==> src/rtl/mem_access_ctrl_pkg.sv <==
// mem_access_ctrl_pkg: FSM encodings, alignment mask and EX/MEM control field widths
package mem_access_ctrl_pkg;
  typedef enum logic [1:0] {IDLE, REQ, DONE} state_t;
  localparam logic [1:0] MISALIGN_MASK = 2'b11;
  localparam int EXMEM_M_W = 3;
  localparam int EXMEM_WB_W = 2;
endpackage

==> src/rtl/mem_access_ctrl.sv <==
// mem_access_ctrl: sequences EX/MEM loads/stores onto a req/ack bus, stalls the pipeline, resolves branches
module mem_access_ctrl
  import mem_access_ctrl_pkg::*;
#(
  parameter int ADDR_W  = 32,
  parameter int DATA_W  = 32,
  parameter int TIMEOUT = 64
) (
  input  logic              clk,
  input  logic              rst,
  input  logic              mem_read_i,
  input  logic              mem_write_i,
  input  logic              branch_i,
  input  logic              zero_i,
  input  logic [ADDR_W-1:0] addr_i,
  input  logic [DATA_W-1:0] wdata_i,
  output logic              bus_req_o,
  output logic              bus_we_o,
  output logic [ADDR_W-1:0] bus_addr_o,
  output logic [DATA_W-1:0] bus_wdata_o,
  input  logic              bus_ack_i,
  input  logic [DATA_W-1:0] bus_rdata_i,
  output logic              stall_o,
  output logic [DATA_W-1:0] rdata_o,
  output logic              rdata_valid_o,
  output logic              pc_src_o,
  output logic              flush_o,
  output logic              err_o
);
  localparam int CNT_W = $clog2(TIMEOUT) + 1;
  state_t state_q, state_d;
  logic [CNT_W-1:0] cnt_q, cnt_d;
  logic req_q, req_d, we_q, we_d, valid_q, valid_d, err_q, err_d;
  logic [ADDR_W-1:0] addr_q, addr_d;
  logic [DATA_W-1:0] wdata_q, wdata_d, rdata_q, rdata_d;
  logic [EXMEM_M_W-1:0] m_ctrl;
  logic access, misaligned, expired;
  assign m_ctrl = {branch_i, mem_read_i, mem_write_i};
  assign access = m_ctrl[1] | m_ctrl[0];
  assign misaligned = |(addr_i[1:0] & MISALIGN_MASK);
  assign expired = cnt_q == CNT_W'(TIMEOUT - 1);
  assign stall_o = (state_q == IDLE && access) || state_q == REQ;
  assign pc_src_o = m_ctrl[2] && zero_i && !stall_o;
  assign flush_o = pc_src_o;
  always_comb begin
    state_d = state_q;
    cnt_d = cnt_q;
    req_d = req_q;
    we_d = we_q;
    addr_d = addr_q;
    wdata_d = wdata_q;
    rdata_d = rdata_q;
    valid_d = 1'b0;
    err_d = 1'b0;
    case (state_q)
      IDLE: if (access) begin
        if (misaligned) begin
          state_d = DONE;
          err_d = 1'b1;
          rdata_d = '0;
          valid_d = !mem_write_i;
        end else begin
          state_d = REQ;
          req_d = 1'b1;
          we_d = mem_write_i;
          addr_d = addr_i;
          wdata_d = wdata_i;
          cnt_d = '0;
        end
      end
      REQ: if (bus_ack_i || expired) begin
        state_d = DONE;
        req_d = 1'b0;
        err_d = !bus_ack_i;
        rdata_d = (bus_ack_i && !we_q) ? bus_rdata_i : '0;
        valid_d = !we_q;
      end else cnt_d = cnt_q + 1'b1;
      default: state_d = IDLE;
    endcase
  end
  always_ff @(posedge clk or posedge rst)
    if (rst) begin
      state_q <= IDLE;
      cnt_q <= '0;
      req_q <= 1'b0;
      we_q <= 1'b0;
      addr_q <= '0;
      wdata_q <= '0;
      rdata_q <= '0;
      valid_q <= 1'b0;
      err_q <= 1'b0;
    end else begin
      state_q <= state_d;
      cnt_q <= cnt_d;
      req_q <= req_d;
      we_q <= we_d;
      addr_q <= addr_d;
      wdata_q <= wdata_d;
      rdata_q <= rdata_d;
      valid_q <= valid_d;
      err_q <= err_d;
    end
  assign bus_req_o = req_q;
  assign bus_we_o = we_q;
  assign bus_addr_o = addr_q;
  assign bus_wdata_o = wdata_q;
  assign rdata_o = rdata_q;
  assign rdata_valid_o = valid_q;
  assign err_o = err_q;
endmodule

==> config.mk <==
export PLATFORM = sky130hd
export DESIGN_NAME = mem_access_ctrl
export DESIGN_NICKNAME = d
export VERILOG_FILES = /design/src/rtl/mem_access_ctrl_pkg.sv /design/src/rtl/mem_access_ctrl.sv
export SDC_FILE = /design/constraint.sdc
export NUM_CORES = 1
export LEC_CHECK = 0
export CAP_MARGIN = 0
export CELL_PAD_IN_SITES_DETAIL_PLACEMENT = 2
export CELL_PAD_IN_SITES_GLOBAL_PLACEMENT = 2
export CORE_MARGIN = 2
export CORE_UTILIZATION = 25
export DETAILED_ROUTE_END_ITERATION = 6
export PLACE_DENSITY = 0.88
export SLEW_MARGIN = 30
export SYNTH_ARGS = -nofsm -noshare
export SYNTH_HDL_FRONTEND = slang
export SYNTH_SLANG_ARGS = --single-unit
==> constraint.sdc <==
create_clock -name clk -period 7.15 [get_ports clk]
set_input_delay 1.43 -clock clk [delete_from_list [all_inputs] [get_ports clk]]
set_output_delay 1.43 -clock clk [all_outputs]
set_load 0.05 [all_outputs]
==> impl_results.md <==
- Post-CTS Hold Fix Bufs: 0
- DIE AREA: 17900 um^2
- CTS clk-pin slew, worst paths: 70 ps
- Clock Path Buffers: 2
- Final worst slack: 2410 ps
- Slack of the worst reg-to-reg path: 4960 ps
- Layout Nets: 711
- DR iter-0 viols: 77
- Core area: 16500 um^2
- Setup Viol. Count Final: 0
- First-pass GRT wire length: 24.1 mm
- Total track usage: 17.2%
- Sequential area share after synthesis: 64.8%
- Power Density: 382 nW/um^2
- CTS resizes: 0
- Post-CTS Setup Inserts: 0
- Final Critical Period: 4740 ps
- Congestion Overflow GR: 0
- Slew headroom: 46.7%
- Worst EP required: 5720 ps
- WP data arrival: 3310 ps
- Worst-Margin Slew: 798 ps
- Max Cap Viol: 0
- Area contributors post-synth: dfrtp_1, nand2_1, a22o_1, buf_2, buf_6
- Critical path launch point type: input port
- CTS Buf Count: 9
- Hold path startpoint: bus_addr_o[7]
- Clock latency on the worst-skew pair: 340 ps
- Worst Setup End Kind: output port
- Final period util: 66.3%
- Drt pass-1 iters: 4
- Net count after synthesis: 513
- RSZ-0062 raised after global routing: no
- Max stage delay cell, worst path: clkdlybuf4s50_1
- Worst reg2reg path endpoint: cnt_q[5]
- Initial antenna violation count: 0
- Die Y: 134 um
- Post-route ant nets: 0
- Final TNS setup: 0 ps
- R2R Path Start: state_q[0]
- Filler Cells Inserted: 1730
- Hold_ws: 482 ps
- Synth Warn #: 0
- Vias in the first global route: 4388
- P&R area growth vs syn: 61.0%
- Initial Utilization: 25.5%
- IO Count: 206
- Static Leak: 3.13 nW
- Seq cells post-synth: 109
- CTS root buf: clkbuf_16
- R2R cell count: 5
- Htree depth: 3
- Status: complete, no violations
- Post-layout util: 41.0%
- Gate Count Post-Synth: 409
- CTS Sinks: 109
- CP cell instances: clkdlybuf4s50_1 > nor3_1 > nor2_1 > nor2_1 > clkdlybuf4s50_1
- Total number of vias: 3764
- Clock Skews: 8.96 ps
- Pin count of the biggest net entering global routing: 78
- Worst Hold End: bus_addr_o[7]
- DP Worst Slack: 2390 ps
- Post-synth top area share: 64.8%
- Routability cong.: 0.746
- Worst Hold Class: reg -> reg
- Die Width: 134 um
- Synthesized area per cell: 10.3 um^2
- Row count: 47
- Critical path class: in -> out
- Synth Cell Area: 4210 um^2
- Hold Path Depth: 2
- Total power draw: 2.59 mW
- Fmax: 211 MHz
- Yosys cell types: 36
- Count of final max-slew check failures: 0
- Synth area leader: dfrtp_1
- Fin. Hold Viols: 0
- Slowest stage delay, CP: 830 ps
- Routed WL: 14.8 mm
- Ratio of cells with drive above 1 in the final layout: 4.09%
- Diode count: 0
- CTS tree: yes
- IO buf count: 205
- Largest fanout on the critical path: 6
- Worst vdd ir: 151 uV
- DP HPWL: 11.1 mm
- Drt drc: 0
- Routed len/inst: 17.8 um
- DR vias/cell: 4.53
[layout make-up]
class,count,area [um^2],share of cell area [%]
clock buffer,12,256,3.79
clock inverter,3,45.0,0.665
inverter,5,21.3,0.314
multi-input combinational,273,1360,20.0
sequential,109,2730,40.3
tap,220,275,4.06
timing repair buffer,209,2090,30.9
[cell usage in the layout (no fill, tap or decap), drive strengths merged]
| cell | instances |
|---|---|
| inv | 5 |
| a211o | 1 |
| a311oi | 1 |
| nor2b | 2 |
| o211ai | 1 |
| a31oi | 1 |
| a21o | 2 |
| nor3b | 2 |
| dfrtp | 109 |
| or4 | 1 |
| mux2i | 1 |
| buf | 4 |
| and2 | 3 |
| a22o | 33 |
| nor2 | 5 |
| clkbuf | 12 |
| nand2b | 1 |
| clkinvlp | 2 |
| o21ba | 1 |
| bufinv | 1 |
| nand4b | 1 |
| nand2 | 192 |
| nor4 | 2 |
| or3 | 1 |
| nand3 | 6 |
| o22ai | 1 |
| a21oi | 2 |
| o21ai | 6 |
| ha | 1 |
| o21a | 1 |
| o31ai | 2 |
| nor3 | 3 |
| clkdlybuf4s50 | 205 |
[through the flow]
| stage | instances | cell area (um^2) |
|---|---|---|
| floorplan | 409 | 4210 |
| global placement | 815 | 6450 |
| detailed placement | 816 | 6470 |
| CTS | 831 | 6770 |
| global route | 831 | 6780 |
| finish | 831 | 6780 |
[sequential cells by signal (all words and copies together), names as in the netlist]
name / count
bus_wdata_o: 32
err_o: 1
cnt_q: 7
bus_addr_o: 32
state_q: 2
bus_req_o: 1
rdata_valid_o: 1
rdata_o: 32
bus_we_o: 1
[per-layer routing]
| layer | global-route usage (%) | up-vias | wire (um) |
|---|---|---|---|
| met5 | 0 | - | 0 |
| met4 | 6.21 | 0 | 305 |
| met3 | 3.27 | 18 | 660 |
| met2 | 32.1 | 108 | 8070 |
| met1 | 19.4 | 1918 | 5770 |
| li1 | - | 1720 | - |
[synthesized netlist by cell type, drive strengths merged]
master and instances:
nor4 2, nand2b 1, a21o 2, o21a 1, mux2i 1, nor2b 2, a21oi 2, clkbuf 5
o211ai 1, and2 3, o31ai 2, dfrtp 109, ha 1, nand3 6, or3 1, nand2 192
o21ba 1, o22ai 1, nor3b 2, nor2 5, a31oi 1, or4 1, nor3 3, o21ai 6
a211o 1, a22o 33, inv 5, nand4b 1, buf 17, a311oi 1
[worst max-delay path by stage]
| stage | from | cells after the start | end |
|---|---|---|---|
| 2_1_floorplan | mem_write_i | 4 | pc_src_o |
| 3_3_place_gp | mem_write_i | 5 | pc_src_o |
| 3_5_place_dp | mem_write_i | 5 | flush_o |
| 4_1_cts | mem_write_i | 5 | flush_o |
| 5_1_grt | mem_write_i | 5 | flush_o |
| 6_report | mem_write_i | 5 | flush_o |
[worst max-delay path, delay by kind of cell]
family	cells	cell delay (ps)
buffers and inverters	2	1390
AND/OR/NAND/NOR	3	490
[kinds of logic (layout without fill, tap and decap cells)]
group	Yosys count	after routing	synth area share, %
AND/OR/NAND/NOR	219	219	21.2
flip-flops	109	109	64.8
AO/OA/AOI/OAI	52	52	10.0
buffers and inverters	27	229	3.42
adder cells (fa/ha/maj)	1	1	0.297
multiplexers	1	1	0.238
[where the power goes]
group          internal, mW  leakage (nW)  switching (mW)
Clock                 0.289         0.141           0.223
Sequential            0.781          1.41           0.115
Combinational         0.385          1.58           0.793
Total                  1.46          3.13            1.13
Power figures use the tool's default switching activity.
